**src/rtl/mips32_pkg.sv**
```systemverilog
// mips32_pkg: shared definitions for the forwarding 5-stage MIPS32 core.
// Holds the opcode map, the instruction-class enum that steers each pipeline
// stage, and helpers that slice instruction fields and classify opcodes.
package mips32_pkg;

   localparam logic [5:0] OP_ADD   = 6'h00;
   localparam logic [5:0] OP_SUB   = 6'h01;
   localparam logic [5:0] OP_AND   = 6'h02;
   localparam logic [5:0] OP_OR    = 6'h03;
   localparam logic [5:0] OP_SLT   = 6'h04;
   localparam logic [5:0] OP_MUL   = 6'h05;
   localparam logic [5:0] OP_LW    = 6'h08;
   localparam logic [5:0] OP_SW    = 6'h09;
   localparam logic [5:0] OP_ADDI  = 6'h0A;
   localparam logic [5:0] OP_SUBI  = 6'h0B;
   localparam logic [5:0] OP_SLTI  = 6'h0C;
   localparam logic [5:0] OP_BNEQZ = 6'h0D;
   localparam logic [5:0] OP_BEQZ  = 6'h0E;
   localparam logic [5:0] OP_HLT   = 6'h3F;

   typedef enum logic [2:0] {
      RR_ALU,
      RM_ALU,
      LOAD,
      STORE,
      BRANCH,
      HALT
   } itype_t;

   function automatic logic [5:0] f_opcode(input logic [31:0] ir);
      return ir[31:26];
   endfunction

   function automatic logic [4:0] f_rs(input logic [31:0] ir);
      return ir[25:21];
   endfunction

   function automatic logic [4:0] f_rt(input logic [31:0] ir);
      return ir[20:16];
   endfunction

   function automatic logic [4:0] f_rd(input logic [31:0] ir);
      return ir[15:11];
   endfunction

   function automatic logic [15:0] f_imm(input logic [31:0] ir);
      return ir[15:0];
   endfunction

   // Undefined opcodes fall into HALT so they stop the core like HLT does.
   function automatic itype_t decode_itype(input logic [5:0] op);
      itype_t t;
      case (op)
         OP_ADD, OP_SUB, OP_AND, OP_OR, OP_SLT, OP_MUL: t = RR_ALU;
         OP_ADDI, OP_SUBI, OP_SLTI:                     t = RM_ALU;
         OP_LW:                                         t = LOAD;
         OP_SW:                                         t = STORE;
         OP_BNEQZ, OP_BEQZ:                             t = BRANCH;
         default:                                       t = HALT;
      endcase
      return t;
   endfunction

   function automatic logic is_legal(input logic [5:0] op);
      logic ok;
      case (op)
         OP_ADD, OP_SUB, OP_AND, OP_OR, OP_SLT, OP_MUL,
         OP_LW, OP_SW, OP_ADDI, OP_SUBI, OP_SLTI,
         OP_BNEQZ, OP_BEQZ, OP_HLT: ok = 1'b1;
         default:                   ok = 1'b0;
      endcase
      return ok;
   endfunction

endpackage

```
**src/rtl/mips32_regfile.sv**
```systemverilog
// mips32_regfile: NREG x XLEN architectural register file.
// Ports: clk, rst (async, active-high, clears every register);
//        ra1/rd1, ra2/rd2 combinational read ports;
//        we/wa/wd single write port committed on the rising edge.
// R0 always reads zero and ignores writes. A write in the same cycle as a
// read of the same register is bypassed so ID sees the WB result at once.
module mips32_regfile #(
   parameter int XLEN = 32,
   parameter int NREG = 32,
   parameter int RAW  = 5
) (
   input  logic            clk,
   input  logic            rst,
   input  logic [RAW-1:0]  ra1,
   input  logic [RAW-1:0]  ra2,
   output logic [XLEN-1:0] rd1,
   output logic [XLEN-1:0] rd2,
   input  logic            we,
   input  logic [RAW-1:0]  wa,
   input  logic [XLEN-1:0] wd
);

   logic [XLEN-1:0] regs [NREG];

   always_ff @(posedge clk or posedge rst) begin
      if (rst) begin
         for (int i = 0; i < NREG; i++) regs[i] <= '0;
      end else if (we && (wa != '0)) begin
         regs[wa] <= wd;
      end
   end

   assign rd1 = (ra1 == '0) ? '0 : ((we && (wa == ra1)) ? wd : regs[ra1]);
   assign rd2 = (ra2 == '0) ? '0 : ((we && (wa == ra2)) ? wd : regs[ra2]);

endmodule

```
**src/rtl/mips32_pipe_fwd.sv**
```systemverilog
// mips32_pipe_fwd: 5-stage in-order MIPS32 core (IF/ID/EX/MEM/WB) with full
// forwarding, load-use interlock, EX-resolved branches and halt handling.
// Ports:
//   clk, rst         single rising-edge clock; async active-high reset
//   imem_addr/rdata  fetch address (= PC) and same-cycle instruction word
//   dmem_addr/wdata  MEM-stage address and store data
//   dmem_we          store strobe, one cycle per valid SW in MEM
//   dmem_rdata       same-cycle load data at dmem_addr
//   halted           sticky, high from the cycle HLT/illegal op is in WB
//   illegal_op       sticky, the halting instruction was undefined
//   retire_cnt       instructions retired in WB (bubbles excluded), wraps
module mips32_pipe_fwd #(
   parameter int                 XLEN     = 32,
   parameter int                 NREG     = 32,
   parameter int                 IMEM_AW  = 10,
   parameter int                 DMEM_AW  = 10,
   parameter logic [IMEM_AW-1:0] RESET_PC = '0
) (
   input  logic               clk,
   input  logic               rst,
   output logic [IMEM_AW-1:0] imem_addr,
   input  logic [31:0]        imem_rdata,
   output logic [DMEM_AW-1:0] dmem_addr,
   output logic [XLEN-1:0]    dmem_wdata,
   output logic               dmem_we,
   input  logic [XLEN-1:0]    dmem_rdata,
   output logic               halted,
   output logic               illegal_op,
   output logic [31:0]        retire_cnt
);

   import mips32_pkg::*;

   localparam int RAW = (NREG > 1) ? $clog2(NREG) : 1;

   // Register fields index modulo NREG.
   function automatic logic [RAW-1:0] ridx(input logic [4:0] f);
      return RAW'(32'(f) % 32'(NREG));
   endfunction

   function automatic logic [XLEN-1:0] sext16(input logic [15:0] v);
      logic signed [15:0] s;
      s = v;
      return XLEN'(s);
   endfunction

   // Shared by RR, RM, and address generation (LW/SW use the add path).
   function automatic logic [XLEN-1:0] alu(input logic [5:0]      op,
                                           input logic [XLEN-1:0] a,
                                           input logic [XLEN-1:0] b);
      logic signed [XLEN-1:0] sa;
      logic signed [XLEN-1:0] sb;
      logic [XLEN-1:0]        r;
      sa = a;
      sb = b;
      case (op)
         OP_SUB, OP_SUBI: r = a - b;
         OP_AND:          r = a & b;
         OP_OR:           r = a | b;
         OP_SLT, OP_SLTI: r = (sa < sb) ? XLEN'(1) : '0;
         OP_MUL:          r = a * b;
         default:         r = a + b;
      endcase
      return r;
   endfunction

   // Control state (reset)
   logic [IMEM_AW-1:0] pc;
   logic               fetch_stop;
   logic               vld_p1, vld_p2, vld_p3, vld_p4;
   logic               halted_r, illegal_r;

   // Datapath state (no reset; qualified by the valid bits)
   logic [31:0]        ir_p1;
   logic [IMEM_AW-1:0] npc_p1, npc_p2;
   itype_t             it_p2, it_p3, it_p4;
   logic [5:0]         op_p2;
   logic [RAW-1:0]     rs_p2, rt_p2, dst_p2, dst_p3, dst_p4;
   logic               wen_p2, wen_p3, wen_p4;
   logic               illegal_p2, illegal_p3, illegal_p4;
   logic [XLEN-1:0]    a_p2, b_p2, imm_p2;
   logic [XLEN-1:0]    alu_p3, b_p3, alu_p4, lmd_p4;

   // ID decode
   logic [5:0]         op_id;
   itype_t             it_id;
   logic [RAW-1:0]     rs_id, rt_id, rd_id, dst_id;
   logic               wen_id, need_rs_id, need_rt_id, illegal_id;
   logic [XLEN-1:0]    rs_val_id, rt_val_id, imm_id;

   // Hazard / EX
   logic               halt_id, freeze_fetch, stall, br_taken, run;
   logic [IMEM_AW-1:0] pc_inc, br_target;
   logic [XLEN-1:0]    fa, fb, alu_ex, wb_val;
   logic               ex_fwd_ok, wb_fwd_ok, wb_we;

   assign run       = !halted_r;
   assign pc_inc    = pc + IMEM_AW'(1);
   assign imem_addr = pc;

   // ---- IF/ID boundary: decode ----
   always_comb begin
      op_id      = f_opcode(ir_p1);
      it_id      = decode_itype(op_id);
      illegal_id = !is_legal(op_id);
      rs_id      = ridx(f_rs(ir_p1));
      rt_id      = ridx(f_rt(ir_p1));
      rd_id      = ridx(f_rd(ir_p1));
      imm_id     = sext16(f_imm(ir_p1));
      dst_id     = (it_id == RR_ALU) ? rd_id : rt_id;
      wen_id     = it_id inside {RR_ALU, RM_ALU, LOAD};
      need_rs_id = it_id inside {RR_ALU, RM_ALU, LOAD, STORE, BRANCH};
      need_rt_id = it_id inside {RR_ALU, STORE};
   end

   mips32_regfile #(
      .XLEN (XLEN),
      .NREG (NREG),
      .RAW  (RAW)
   ) u_rf (
      .clk (clk),
      .rst (rst),
      .ra1 (rs_id),
      .ra2 (rt_id),
      .rd1 (rs_val_id),
      .rd2 (rt_val_id),
      .we  (wb_we),
      .wa  (dst_p4),
      .wd  (wb_val)
   );

   // A load in EX cannot forward yet; hold the consumer in ID one cycle.
   assign stall = vld_p1 && vld_p2 && (it_p2 == LOAD) && (dst_p2 != '0) &&
                  ((need_rs_id && (rs_id == dst_p2)) ||
                   (need_rt_id && (rt_id == dst_p2)));

   assign halt_id      = vld_p1 && (it_id == HALT);
   assign freeze_fetch = fetch_stop || halt_id;

   // ---- ID/EX boundary: forwarding, ALU, branch resolution ----
   assign ex_fwd_ok = vld_p3 && wen_p3 && (it_p3 != LOAD) && (dst_p3 != '0);
   assign wb_fwd_ok = vld_p4 && wen_p4 && (dst_p4 != '0);
   assign wb_val    = (it_p4 == LOAD) ? lmd_p4 : alu_p4;

   always_comb begin
      fa = a_p2;
      fb = b_p2;
      if (ex_fwd_ok && (dst_p3 == rs_p2))      fa = alu_p3;
      else if (wb_fwd_ok && (dst_p4 == rs_p2)) fa = wb_val;
      if (ex_fwd_ok && (dst_p3 == rt_p2))      fb = alu_p3;
      else if (wb_fwd_ok && (dst_p4 == rt_p2)) fb = wb_val;
   end

   assign alu_ex    = alu(op_p2, fa, (it_p2 == RR_ALU) ? fb : imm_p2);
   assign br_target = npc_p2 + imm_p2[IMEM_AW-1:0];
   // BEQZ takes on zero, BNEQZ on non-zero.
   assign br_taken  = vld_p2 && (it_p2 == BRANCH) &&
                      ((op_p2 == OP_BEQZ) == (fa == '0));

   // ---- EX/MEM boundary: data memory ----
   assign dmem_addr  = alu_p3[DMEM_AW-1:0];
   assign dmem_wdata = b_p3;
   assign dmem_we    = run && vld_p3 && (it_p3 == STORE);

   // ---- MEM/WB boundary: writeback and retirement ----
   assign wb_we      = run && vld_p4 && wen_p4;
   assign halted     = halted_r || (vld_p4 && (it_p4 == HALT));
   assign illegal_op = illegal_r || (vld_p4 && (it_p4 == HALT) && illegal_p4);

   always_ff @(posedge clk or posedge rst) begin
      if (rst) begin
         pc         <= RESET_PC;
         fetch_stop <= 1'b0;
         vld_p1     <= 1'b0;
         vld_p2     <= 1'b0;
         vld_p3     <= 1'b0;
         vld_p4     <= 1'b0;
         halted_r   <= 1'b0;
         illegal_r  <= 1'b0;
         retire_cnt <= '0;
      end else if (run) begin
         // A taken branch overrides both the stall and a halt sitting in ID.
         if (br_taken)                    pc <= br_target;
         else if (!stall && !freeze_fetch) pc <= pc_inc;

         if (halt_id && !br_taken) fetch_stop <= 1'b1;

         if (br_taken)    vld_p1 <= 1'b0;
         else if (!stall) vld_p1 <= !freeze_fetch;

         vld_p2 <= vld_p1 && !br_taken && !stall;
         vld_p3 <= vld_p2;
         vld_p4 <= vld_p3;

         if (vld_p4) begin
            retire_cnt <= retire_cnt + 32'd1;
            if (it_p4 == HALT) begin
               halted_r  <= 1'b1;
               illegal_r <= illegal_p4;
            end
         end
      end
   end

   always_ff @(posedge clk) begin
      if (run) begin
         if (!br_taken && !stall && !freeze_fetch) begin
            ir_p1  <= imem_rdata;
            npc_p1 <= pc_inc;
         end

         it_p2      <= it_id;
         op_p2      <= op_id;
         rs_p2      <= rs_id;
         rt_p2      <= rt_id;
         dst_p2     <= dst_id;
         wen_p2     <= wen_id;
         illegal_p2 <= illegal_id;
         a_p2       <= rs_val_id;
         b_p2       <= rt_val_id;
         imm_p2     <= imm_id;
         npc_p2     <= npc_p1;

         it_p3      <= it_p2;
         dst_p3     <= dst_p2;
         wen_p3     <= wen_p2;
         illegal_p3 <= illegal_p2;
         alu_p3     <= alu_ex;
         b_p3       <= fb;

         it_p4      <= it_p3;
         dst_p4     <= dst_p3;
         wen_p4     <= wen_p3;
         illegal_p4 <= illegal_p3;
         alu_p4     <= alu_p3;
         lmd_p4     <= dmem_rdata;
      end
   end

endmodule

```
**config.mk**
```make
export PLATFORM = sky130hd
export DESIGN_NAME = mips32_pipe_fwd
export DESIGN_NICKNAME = d
export VERILOG_FILES = /design/src/rtl/mips32_pkg.sv /design/src/rtl/mips32_regfile.sv /design/src/rtl/mips32_pipe_fwd.sv
export SDC_FILE = /design/constraint.sdc
export NUM_CORES = 2
export LEC_CHECK = 0
export BUFFER_PORTS_ARGS = -buffer_cell sky130_fd_sc_hd__buf_2
export CELL_PAD_IN_SITES_DETAIL_PLACEMENT = 1
export CELL_PAD_IN_SITES_GLOBAL_PLACEMENT = 1
export CORE_MARGIN = 2
export CORE_UTILIZATION = 28
export CTS_BUF_LIST = sky130_fd_sc_hd__clkbuf_8 sky130_fd_sc_hd__clkbuf_16
export CTS_CLUSTER_DIAMETER = 100
export DETAILED_ROUTE_END_ITERATION = 10
export PLACE_DENSITY_LB_ADDON = 0.1
export SLEW_MARGIN = 25
export SYNTH_ARGS = -nofsm -noshare
export SYNTH_HDL_FRONTEND = slang
export SYNTH_SLANG_ARGS = --single-unit
```
**constraint.sdc**
```tcl
create_clock -name clk -period 68.6 [get_ports clk]
set_input_delay 10.29 -clock clk [delete_from_list [all_inputs] [get_ports clk]]
set_output_delay 10.29 -clock clk [all_outputs]
set_load 0.1 [all_outputs]
```
==> run metrics <==
register area share after synthesis 41.2%; Yosys top cell area share between 30% and 40%; GPL Wtd Cong 0.902; IO Port Bufs roughly 150; nature of the critical path endpoint async pin; Synth Flop Type dfrtp_1; synth warn 0; maxcap violations 0; syn avg cell area around 11 sq um; Routed Antenna Nets 0; TritonCTS Sinks approximately 1400; Final Max Slew Viols 0; Post-Synthesis Cells between 8000 and 9000; worst hold path startpoint u_rf.regs[997]; largest net degree at the start of global routing between 150 and 200; FFs w/ async S/R, synth between 70% and 80%; Final HPWL DP between 200 and 300 mm; Row Count just over 200; final hold vios 0; Root Driver clkbuf_16; min Tclk post-route roughly 13 ns; hold buffers post-CTS 0; total grt overflow 0; Die X 563 microns; Die Ht 563 microns; nets ~8900; CP required ~69 ns; WHS Endpoint u_rf.regs[997]; most common cell after layout, fill and taps aside dfrtp_1; # IOs approximately 150; Yosys top cell by area dfrtp_1; number of global-route vias before repair 69944; CTS tree yes; Area growth, synth to finish 13.8%; Filler cells approximately 34000; share of post-route cells with drive strength above 1 17.3%; Core Box Area approximately 310000 sq um; Max H-tree Level 4; reg2reg start dst_p4[4]; wirelength, routed between 300 and 400 mm; Setup Buffers After CTS 0; All-Layer GR Usage between 20% and 30%; commonest non-fill, non-tap cells in the layout dfrtp_1 (1073), nand2_1 (999), nor2_1 (930); synthesized area 87600 sq um; initial antenna violation count 13; critical path arrival 14.13 ns; vias per cell 5.31; Remaining DRCs 0; Final Skew about 0.087 ns; status complete, no violations; Post-synth EDFFs around 310; relative slew slack a little over a quarter; Startpoint Class input pin; CTS buffer count 180; setup TNS 0 ns; die area 317000 sq um; Final setup viols 0; FMAX ~75 MHz; flop2flop setup slack approximately 57 ns; Initial Utilization roughly 28%; #FFs+latches synth approximately 1400; hold-critical path depth 0; Starting DRT DRC Count roughly 5000; crit path max fanout 138; RSZ-0062 raised after global routing false; DR WL/cell 30.5 microns; first-pass GRT wire length 543 mm; Tcrit/Tclk final around a fifth; R2R Path End alu_p3[30]; Worst-Skew Late Latency around 0.87 ns; worst setup path class in2async; PostCTS Resize Cnt 0; Least-Margin Pin Slew 1.09 ns; via count 66166; Synthesized Nets ~9000; top post-synthesis cells by area dfrtp_1 (31%), mux4_2 (12%), edfxtp_1 (10%), fa_1 (9.4%), nand2_1 (4.4%); R2R depth 31; Initial DRT Pass Iterations 5; clock transition at the registers of the reported paths about 0.05 ns; clk buf depth 4; unique cell type count in the Yosys netlist 98; Hold/Removal Path Class reg2reg
==> how the worst max path moves through the flow <==
stage	startpoint	to	slack (ns)	cells past startpoint
after floorplan	rst	fetch_stop	28.10	1
after global placement	rst	u_rf.regs[325]	54.04	6
after detailed placement	rst	u_rf.regs[261]	53.97	6
after CTS	rst	u_rf.regs[841]	54.84	6
after global routing	rst	u_rf.regs[37]	54.72	6
final	rst	u_rf.regs[613]	55.29	6
==> registers in the layout, indices dropped and copies added (netlist names), 5 cells and up, named ones only <==
register	flops
a_p2	32
alu_p3	32
alu_p4	32
b_p2	32
dmem_wdata	32
dst_p2	5
dst_p3	5
dst_p4	5
imem_addr	10
imm_p2	16
ir_p1	32
lmd_p4	32
npc_p1	10
npc_p2	10
op_p2	6
retire_cnt	32
rs_p2	5
rt_p2	5
u_rf.regs	1024
==> cells in the mapped netlist (all sizes together), types with 19 or more instances <==
cell type  instances
inv              526
o31ai             22
nor3              26
o221ai            38
nand2b            32
xnor2            112
mux2i            217
mux2             107
a221oi            54
a221o             34
o22ai             81
nand2           1023
nand4             22
dfrtp           1073
edfxtp           306
buf              153
o21ai            793
a21o              40
clkbuf           535
ha               232
a211oi            43
nand3             33
xor2              59
nor2             939
a21oi            592
fa               411
a31oi             23
mux4             480
o211ai            36
o21bai            32
nor2b             19
nor4              28
==> area by class of cell <==
class,instances,area (sq um),area share (%)
antenna,4,10.0,0.0100
clock buffer,231,5240,5.25
clock inverter,92,856,0.858
inverter,531,2010,2.01
multi-input combinational,5680,47500,47.6
sequential,1383,36100,36.2
tap,4140,5180,5.19
timing repair buffer,388,2830,2.84
==> metrics by stage <==
| step | cells | worst slack [ns] | area (sq um) | hold WS [ns] | util (%) |
|---|---|---|---|---|---|
| 2_1_floorplan | 8282 | 28.10 | 87600 | 0.400 | - |
| 3_3_place_gp | 12113 | 54.04 | 93300 | 0.377 | 30.0 |
| 3_5_place_dp | 12116 | 53.97 | 93400 | 0.387 | 30.0 |
| 4_1_cts | 12439 | 54.84 | 99500 | 0.399 | 31.9 |
| 5_1_grt | 12447 | 54.72 | 99700 | 0.411 | 32.0 |
| 6_report | 12449 | 55.29 | 99700 | 0.395 | 32.0 |
==> per-layer routing <==
layer  GRT usage, %  vias to the layer above  routed length (microns)
met4           6.49                        2                    11500
met1           34.8                    35556                   182000
met3           2.49                      439                    15400
met5              0                        -                        7
met2           37.4                     1534                   171000
li1               -                    28635                        -
==> critical path, stage by stage <==
cell	delay, ns
buf_2	0.13
inv_8	0.41
buf_4	0.80
buf_12	0.57
buf_6	0.66
buf_4	0.82
==> cell families after synthesis <==
group / count (synthesis) / share of synthesized area (%)
simple gates: 2203 / 10.2
mux: 804 / 16.2
buf+inv: 1219 / 5.45
compound gates: 1854 / 12.4
flops: 1383 / 41.2
fa+ha+maj: 643 / 12.7
xor+xnor: 176 / 1.85
Power is not shown: default switching activity piles up to over one toggle a cycle in this logic, so the estimate is an artifact.
